$ cat src/rtl/swervolf_ram_init.sv
// AXI4 write-burst engine that fills a RAM with FILL_PATTERN after start.
// Define RAM_INIT_AUTOSTART_EN to begin the fill automatically after reset.
module swervolf_ram_init #(
  parameter logic [31:0] RAM_SIZE     = 32'h100000,
  parameter int          BURST_LEN    = 16,
  parameter int          ID_WIDTH     = 6,
  parameter logic [63:0] FILL_PATTERN = 64'h0
) (
  input  logic                clk,
  input  logic                rstn,
  input  logic                i_start,
  output logic                o_busy,
  output logic                o_init_done,
  output logic                o_init_error,
  output logic [ID_WIDTH-1:0] o_awid,
  output logic [31:0]         o_awaddr,
  output logic [7:0]          o_awlen,
  output logic [2:0]          o_awsize,
  output logic [1:0]          o_awburst,
  output logic                o_awvalid,
  input  logic                i_awready,
  output logic [63:0]         o_wdata,
  output logic [7:0]          o_wstrb,
  output logic                o_wlast,
  output logic                o_wvalid,
  input  logic                i_wready,
  input  logic [ID_WIDTH-1:0] i_bid,
  input  logic [1:0]          i_bresp,
  input  logic                i_bvalid,
  output logic                o_bready
);

  localparam logic [31:0] BURST_BYTES = 32'(BURST_LEN * 8);
  localparam logic [7:0]  LAST_BEAT   = 8'(BURST_LEN - 1);

  typedef enum logic [2:0] {
    S_IDLE,
    S_ADDR,
    S_DATA,
    S_RESP,
    S_DONE
  } state_t;

  state_t      state;
  state_t      state_nxt;
  logic [31:0] awaddr_nxt;
  logic [7:0]  beat_cnt;
  logic [7:0]  beat_nxt;
  logic        done_nxt;
  logic        error_nxt;
  logic        idle_start;
  logic        last_burst;
  logic        unused_bid;

  assign unused_bid = ^i_bid;

  assign o_awid    = '0;
  assign o_awlen   = LAST_BEAT;
  assign o_awsize  = 3'd3;
  assign o_awburst = 2'b01;
  assign o_wdata   = FILL_PATTERN;
  assign o_wstrb   = 8'hFF;

`ifdef RAM_INIT_AUTOSTART_EN
  // One-shot request that is live only for the first edge after reset.
  logic auto_pend;

  always_ff @(posedge clk or negedge rstn) begin
    if (!rstn) begin
      auto_pend <= 1'b1;
    end else begin
      auto_pend <= 1'b0;
    end
  end

  assign idle_start = i_start | auto_pend;
`else
  assign idle_start = i_start;
`endif

  assign last_burst = (o_awaddr + BURST_BYTES) == RAM_SIZE;

  always_comb begin
    state_nxt  = state;
    awaddr_nxt = o_awaddr;
    beat_nxt   = beat_cnt;
    done_nxt   = o_init_done;
    error_nxt  = o_init_error;
    unique case (state)
      S_IDLE: begin
        if (idle_start) begin
          state_nxt  = S_ADDR;
          awaddr_nxt = '0;
          beat_nxt   = '0;
          done_nxt   = 1'b0;
          error_nxt  = 1'b0;
        end
      end
      S_ADDR: begin
        if (i_awready) begin
          state_nxt = S_DATA;
          beat_nxt  = '0;
        end
      end
      S_DATA: begin
        if (i_wready) begin
          if (beat_cnt == LAST_BEAT) begin
            state_nxt = S_RESP;
            beat_nxt  = '0;
          end else begin
            beat_nxt = beat_cnt + 8'd1;
          end
        end
      end
      S_RESP: begin
        if (i_bvalid) begin
          if (i_bresp != 2'b00) begin
            error_nxt = 1'b1;
            done_nxt  = 1'b1;
            state_nxt = S_DONE;
          end else if (last_burst) begin
            done_nxt  = 1'b1;
            state_nxt = S_DONE;
          end else begin
            awaddr_nxt = o_awaddr + BURST_BYTES;
            state_nxt  = S_ADDR;
          end
        end
      end
      S_DONE: begin
        if (i_start) begin
          state_nxt  = S_ADDR;
          awaddr_nxt = '0;
          beat_nxt   = '0;
          done_nxt   = 1'b0;
          error_nxt  = 1'b0;
        end
      end
      default: state_nxt = S_IDLE;
    endcase
  end

  // Handshake outputs are decoded from the next state so every AXI output is a flop.
  always_ff @(posedge clk or negedge rstn) begin
    if (!rstn) begin
      state        <= S_IDLE;
      beat_cnt     <= '0;
      o_awaddr     <= '0;
      o_busy       <= 1'b0;
      o_init_done  <= 1'b0;
      o_init_error <= 1'b0;
      o_awvalid    <= 1'b0;
      o_wvalid     <= 1'b0;
      o_wlast      <= 1'b0;
      o_bready     <= 1'b0;
    end else begin
      state        <= state_nxt;
      beat_cnt     <= beat_nxt;
      o_awaddr     <= awaddr_nxt;
      o_init_done  <= done_nxt;
      o_init_error <= error_nxt;
      o_busy       <= (state_nxt == S_ADDR) || (state_nxt == S_DATA) || (state_nxt == S_RESP);
      o_awvalid    <= (state_nxt == S_ADDR);
      o_wvalid     <= (state_nxt == S_DATA);
      o_wlast      <= (state_nxt == S_DATA) && (beat_nxt == LAST_BEAT);
      o_bready     <= (state_nxt == S_RESP);
    end
  end

endmodule

$ cat config.mk
export PLATFORM = sky130hd
export DESIGN_NAME = swervolf_ram_init
export DESIGN_NICKNAME = d
export VERILOG_FILES = /design/src/rtl/swervolf_ram_init.sv
export SDC_FILE = /design/constraint.sdc
export NUM_CORES = 1
export LEC_CHECK = 0
export CORE_AREA = 5 5 100 102
export DETAILED_ROUTE_END_ITERATION = 6
export DIE_AREA = 0 0 105 107
export GPL_TIMING_DRIVEN = 0
export PLACE_DENSITY = 0.77
export SYNTH_ARGS = -nofsm -noshare
export SYNTH_HDL_FRONTEND = slang
export SYNTH_SLANG_ARGS = --single-unit
$ cat constraint.sdc
create_clock -name clk -period 3.3 [get_ports clk]
set_input_delay 0.66 -clock clk [delete_from_list [all_inputs] [get_ports clk]]
set_output_delay 0.66 -clock clk [all_outputs]
set_load 0.02 [all_outputs]
==> results.json, run 1 <==
{
  "status": "finished clean",
  "grt_max_degree": 23,
  "ctsHtreeMaxLevel": 2,
  "ff2ff_setup_slack_ps": 70,
  "clk_pin_slew_ps": 90,
  "ioPinCount": 144,
  "synthCells": 423,
  "critPathArrivalTime_ps": 3420,
  "dieWidth_um": 105,
  "grt_pass1_vias": 3002,
  "cts_tree": "built",
  "post-route-drc-count": 0,
  "p_total_mw": 1.91,
  "grt_usage": 0.145,
  "clk_latency_ps": 300,
  "critPathKind": "flip-flop to flip-flop",
  "power.leakage_nw": 2.35,
  "setup_viol": 0,
  "clock-sinks": 43,
  "async_reset_ff_frac": 1.00,
  "max_clock_freq_mhz": 310,
  "drive_gt1_frac": 0.277,
  "worstSetupStartpointType": "flip-flop",
  "grtUsageMet2": 0.261,
  "timing.rr.start": "o_awaddr[7]",
  "postRouteAntennaNets": 0,
  "ys_seq_area_frac": 0.311,
  "dr_total_vias": 3297,
  "vias_per_cell": 4.74,
  "synth-seq-cells": 43,
  "swShare": 0.374,
  "netlist_area_um2": 3460,
  "finalHoldViolCount": 0,
  "synth_warnings": 0,
  "dr.first_iter.drc_count": 225,
  "ir_worst_vdd_mv": 0.213,
  "postCtsHoldBufs": 0,
  "fin_util": 0.527,
  "synth_edf_count": 0,
  "wirelength_um": 9010,
  "grt_overflow": 0,
  "min_path_type": "input pin to asynchronous set/reset pin",
  "cts_root_buf": "clkbuf_8",
  "io_buffers": 39,
  "numCtsBuffers": 5,
  "fin_crit_ps": 3230,
  "pwr-share-clk": 0.261,
  "drv_cap": 0,
  "max_slew.worst_pin.slew_ps": 813,
  "synth_ff_type": "dfrtp_1",
  "antenna_found_initial": 0,
  "power_density_nw_per_um2": 402,
  "seqPwrFrac": 0.340,
  "grt_pass1_wl_um": 13800,
  "finalCritPeriodShare": 0.979,
  "busiest_layer": "met2",
  "antennaDiodeCount": 0,
  "worst-path-max-fanout": 10,
  "rr_endpoint": "o_awaddr[20]",
  "synth_cell_types": 52,
  "grt_use_met3": 0.0349,
  "clock_path_buffers": 2,
  "crit_path_end_kind": "flip-flop",
  "internal_power_mw": 1.19,
  "syn_avg_cell_area_um2": 8.19,
  "dp_hpwl_um": 6580,
  "core_um2": 9020,
  "reg2regPathDepth": 10,
  "crit_required_ps": 3490,
  "drv_slew": 0,
  "skew_ps": 2.20,
  "synth_top_area_frac": 0.311,
  "synthTopCellsByArea": "dfrtp_1 31%, buf_4 22%, nand3_1 5.2%, o21ai_0 4.3%, nand2_1 3.3%",
  "pwr-share-comb": 0.399,
  "initial_core_util": 0.384,
  "use_met1": 0.164,
  "die_h_um": 107,
  "relSlewSlack": 0.453,
  "wire_per_inst_um": 13.0,
  "dieArea_um2": 11200,
  "p_switching_mw": 0.715,
  "dr.pass1.iters": 4,
  "crit_path_start": "o_awaddr[7]",
  "syn_to_final_growth_pct": 37.2,
  "rows": 35,
  "place_congestion": 0.895,
  "synth_top_area_cell": "dfrtp_1",
  "nets": 599
}
## repair_timing
| action | CTS | global route |
|---|---|---|
| setup buffers | 3 | 19 |
| setup endpoints to repair | 30 | 30 |
| cloned | 0 | 0 |
| pin swaps | 2 | 6 |
| gates resized for setup | 16 | 11 |
## logic make-up (layout without fill, tap and decap cells)
logic type               Yosys count  count (layout)  share of synthesized area
AND/OR/NAND/NOR                  154             154                      0.242
buffers and inverters            130             195                      0.254
AO/OA/AOI/OAI                     80              80                      0.153
flip-flops                        43              43                      0.311
XOR/XNOR                          12              12                     0.0303
adder cells (fa/ha/maj)            2               2                    0.00722
other                              2              98                    0.00217
## metal layers
layer | vias to the layer above | part of all wire
met5 | - | 0
met1 | 1511 | 0.38
met2 | 148 | 0.50
li1 | 1613 | -
met4 | 0 | 0.027
met3 | 25 | 0.085
## state kept, by name (all words and copies together), names as in the netlist
signal,count
o_wlast,1
o_wvalid,1
o_awaddr,25
beat_cnt,8
o_init_done,1
o_busy,1
state,3
o_awvalid,1
o_init_error,1
o_bready,1
## synth_stat cells, types with 2 or more instances
master and number:
a21o_1 3, and2_1 2, clkbuf_1 16, ha_1 2, nand3_1 36, and3_1 8, or4_1 2, xor2_1 3
a22o_1 2, dfrtp_1 43, nand2b_1 6, buf_2 5, nor2_1 23, nor4_1 6, o21a_1 5, nand4_4 2
nand4_1 8, and4_1 4, or2_2 2, o21ai_0 30, a211o_1 4, a31oi_1 6, a21oi_1 8, o31ai_1 7
a221o_1 2, xnor2_1 9, conb_1 2, nor3_1 9, or4_4 2, inv_1 7, buf_4 101, nand2_1 30
or3_1 9
## power groups by stage
stage / Clock (mW) / Sequential [mW] / Combinational (mW)
6_report: 0.499 / 0.649 / 0.761
5_1_grt: 0.527 / 0.657 / 0.836
3_5_place_dp: 0 / 0.658 / 0.713
4_1_cts: 0.500 / 0.653 / 0.735
3_3_place_gp: 0 / 0.653 / 0.683
2_1_floorplan: 0 / 0.692 / 0.468
## per-stage QoR
| step | setup slack, ps | hold slack, ps | setup TNS, ps | instances | cell area, um^2 |
|---|---|---|---|---|---|
| after global placement | -421 | 489 | -8250 | 669 | 4360 |
| after floorplan | 6.88 | 364 | 0 | 519 | 3830 |
| after detailed placement | -488 | 501 | -10670 | 670 | 4380 |
| after global routing | -2.45 | 379 | -2.45 | 695 | 4750 |
| after CTS | 28.3 | 360 | 0 | 677 | 4570 |
| final | 69.8 | 348 | 0 | 695 | 4750 |
## worst max-delay path by stage
stage / endpoint / slack (ps) / depth (start not counted)
after global routing: o_awaddr[20] / -2 / 10
after CTS: o_awaddr[14] / 30 / 10
after global placement: o_awaddr[28] / -420 / 11
after floorplan: o_awaddr[22] / 7 / 10
final: o_awaddr[20] / 70 / 10
after detailed placement: o_awaddr[28] / -490 / 11
## layout make-up
class	count	area, um^2
fillers	841	4270
flip-flops and latches	43	1080
plain buffers	118	867
clock buffers	6	72.6
repair buffers	62	578
multi-input cells	346	1920
clock inverters	2	60.1
well taps	111	139
inverters	7	26.3
## cell usage in the layout (no fill, tap or decap), types with 7 or more instances in the layout
cell type and instances:
buf_4 123, conb_1 98, clkdlybuf4s50_1 38, dfrtp_1 36, nand3_1 35, nand2_1 30
o21ai_0 29, nor2_1 23, clkbuf_1 11, xnor2_1 9, nand4_1 8, nor3_1 8
and3_1 8, a21oi_1 8, or3_1 8, inv_1 7, o31ai_1 7, dfrtp_2 7
## worst max-delay path: stages (launching register included)
cell,delay (ps)
dfrtp_2,440
ha_4,220
nand4_1,250
or3_4,420
and2_1,180
a211o_1,260
or4_4,580
o21a_1,200
buf_6,140
and3_1,160
a211o_1,270
(Power assumes the default switching activity.)
==> run 2, diff against run 1 <==
==> config.mk (replaced) <==
export PLATFORM = sky130hd
export DESIGN_NAME = swervolf_ram_init
export DESIGN_NICKNAME = d
export VERILOG_FILES = /design/src/rtl/swervolf_ram_init.sv
export SDC_FILE = /design/constraint.sdc
export NUM_CORES = 1
export LEC_CHECK = 0
export CELL_PAD_IN_SITES_DETAIL_PLACEMENT = 2
export CELL_PAD_IN_SITES_GLOBAL_PLACEMENT = 2
export CORE_AREA = 2 2 129 131
export DETAILED_ROUTE_END_ITERATION = 6
export DIE_AREA = 0 0 131 133
export GPL_TIMING_DRIVEN = 0
export PLACE_DENSITY_LB_ADDON = 0.1
export RECOVER_POWER = 100
export SYNTH_ARGS = -nofsm -noshare
export SYNTH_HDL_FRONTEND = slang
export SYNTH_SLANG_ARGS = --single-unit
==> results.json, run 2 (synthesis results as in run 1) <==
{
  "status": "finished clean",
  "cp_cell_sequence": "buf_4 -> nand4_4 -> or4_4 -> o31a_1 -> a211o_1 -> or4_4 -> o21a_1 -> buf_6 -> and3_1 -> a221o_1",
  "crit_path_start": "o_awaddr[18]",
  "num-fill-cells": 1915,
  "grt_overflow": 0,
  "dr_total_vias": 3286,
  "crit_required_ps": 3480,
  "clock_path_buffers": 2,
  "dr.pass1.iters": 4,
  "clock-sinks": 43,
  "drv_slew": 0,
  "place_area_um2": 4510,
  "grt_pass1_wl_um": 17900,
  "place_inst": 779,
  "cts_tree": "built",
  "wire_per_inst_um": 14.1,
  "dieWidth_um": 131,
  "ioPinCount": 144,
  "p_total_mw": 2.03,
  "relSlewSlack": 0.444,
  "max_slew.worst_pin.slew_ps": 834,
  "grt_pass1_vias": 3363,
  "layout.cells.non_filler": 797,
  "die_h_um": 133,
  "cts_root_buf": "clkbuf_16",
  "worstSetupStartpointType": "flip-flop",
  "pre_cts_slack_ps": -800,
  "drv_cap": 0,
  "dieArea_um2": 17400,
  "dp_hpwl_um": 8650,
  "critPathKind": "flip-flop to flip-flop",
  "tns_ps": 0,
  "grt_max_degree": 32,
  "numCtsBuffers": 5,
  "finalCritPeriodShare": 0.965,
  "postRouteAntennaNets": 0,
  "vias_per_cell": 4.12,
  "place_congestion": 0.794,
  "multi_input_comb_area_um2": 1940,
  "cp_slowest_cell": "or4_4",
  "layout_commonest_cell": "buf_4",
  "critPathArrivalTime_ps": 3370,
  "max_clock_freq_mhz": 314,
  "largest_reg_flops": 25,
  "rows": 47,
  "nets": 592,
  "timing.rr.start": "o_awaddr[18]",
  "clk_latency_ps": 290,
  "clk_pin_slew_ps": 70,
  "dr.first_iter.drc_count": 83,
  "drive_gt1_frac": 0.276,
  "holdWs_ps": 440,
  "antenna_found_initial": 0,
  "worst-path-max-fanout": 10,
  "postLayoutCellArea_um2": 4910,
  "power.leakage_nw": 2.45,
  "final_cell_mix": "117 x buf_4, 98 x conb_1, 36 x dfrtp_1, 36 x dlygate4sd3_1, 35 x nand3_1",
  "ctsHtreeMaxLevel": 2,
  "finalHoldViolCount": 0,
  "ir_worst_vdd_mv": 0.212,
  "io_buffers": 39,
  "postCtsHoldBufs": 0,
  "setup_viol": 0,
  "fin_crit_ps": 3180,
  "wirelength_um": 11300,
  "antennaDiodeCount": 0,
  "core_um2": 16200,
  "skew_ps": 7.61,
  "slowest_delay_ps": 570,
  "fin_ws_ps": 115,
  "crit_path_end_kind": "flip-flop",
  "largest_register": "o_awaddr",
  "initial_core_util": 0.214,
  "min_path_type": "input pin to asynchronous set/reset pin",
  "fin_util": 0.304,
  "power_density_nw_per_um2": 413,
  "grt_usage": 0.131,
  "seqCellArea_um2": 1080,
  "reg.largest.list": "o_awaddr (25), beat_cnt (8), state (3)",
  "crit_top_cell": "or4_4",
  "post-route-drc-count": 0,
  "syn_to_final_growth_pct": 41.7
}
## run 2: changes by cell type in the layout (fill, tap and decap cells not counted), moves of 2 or more
cell | before | now
clkbuf_4 | 2 | 0
clkdlybuf4s50_1 | 38 | 2
dlygate4sd3_1 | 0 | 36
buf_6 | 5 | 3
buf_12 | 0 | 3
buf_4 | 123 | 117
clkbuf_16 | 0 | 5
clkbuf_8 | 5 | 2
## run 2: layout make-up
type / count / share of cell area
clock inverter: 2 / 0.00714
multi-input combinational: 346 / 0.395
timing repair buffer: 55 / 0.110
sequential: 43 / 0.221
tap: 220 / 0.0561
buffer: 118 / 0.177
clock buffer: 6 / 0.0283
inverter: 7 / 0.00535
## run 2: path summary, 6_finish.rpt
kind                            depth (start not counted)  slack (ps)           end
worst max-delay path                                   10         120  o_awaddr[22]
worst min-delay path                                    1         440  o_awaddr[20]
worst max register to register                         10         120  o_awaddr[22]
worst min register to register                          2         480  o_init_error
max in group asynchronous                               2        2170  o_awaddr[15]
min in group clk                                        2         480  o_init_error
## run 2: worst max-delay path: cells and delay by family (launching register included)
| kind | cells | cell delay (ps) |
|---|---|---|
| simple gates | 4 | 1330 |
| compound gates | 4 | 1090 |
| flops | 1 | 340 |
| buf+inv | 2 | 310 |
## run 2: routing by layer
metal / wire length [um] / track usage / part of all wire / up-vias
met5: 0 / 0 / 0 / -
met2: 6010 / 0.236 / 0.53 / 53
met4: 127 / 0.0290 / 0.011 / 0
met3: 319 / 0.0210 / 0.028 / 10
met1: 4820 / 0.162 / 0.43 / 1629
li1: - / - / - / 1594
## run 2: repair_timing
item / in CTS / in global routing
endpoints found under the setup margin: 31 / 29
resized for setup: 21 / 11
buffers inserted: 9 / 6
pin swaps: 5 / 4
## run 2: power breakdown
| part | total (mW) | switching (mW) | internal (mW) |
|---|---|---|---|
| sequential | 0.646 | 0.0540 | 0.592 |
| combinational | 0.785 | 0.492 | 0.293 |
| clock | 0.596 | 0.219 | 0.377 |
| total | 2.03 | 0.765 | 1.26 |
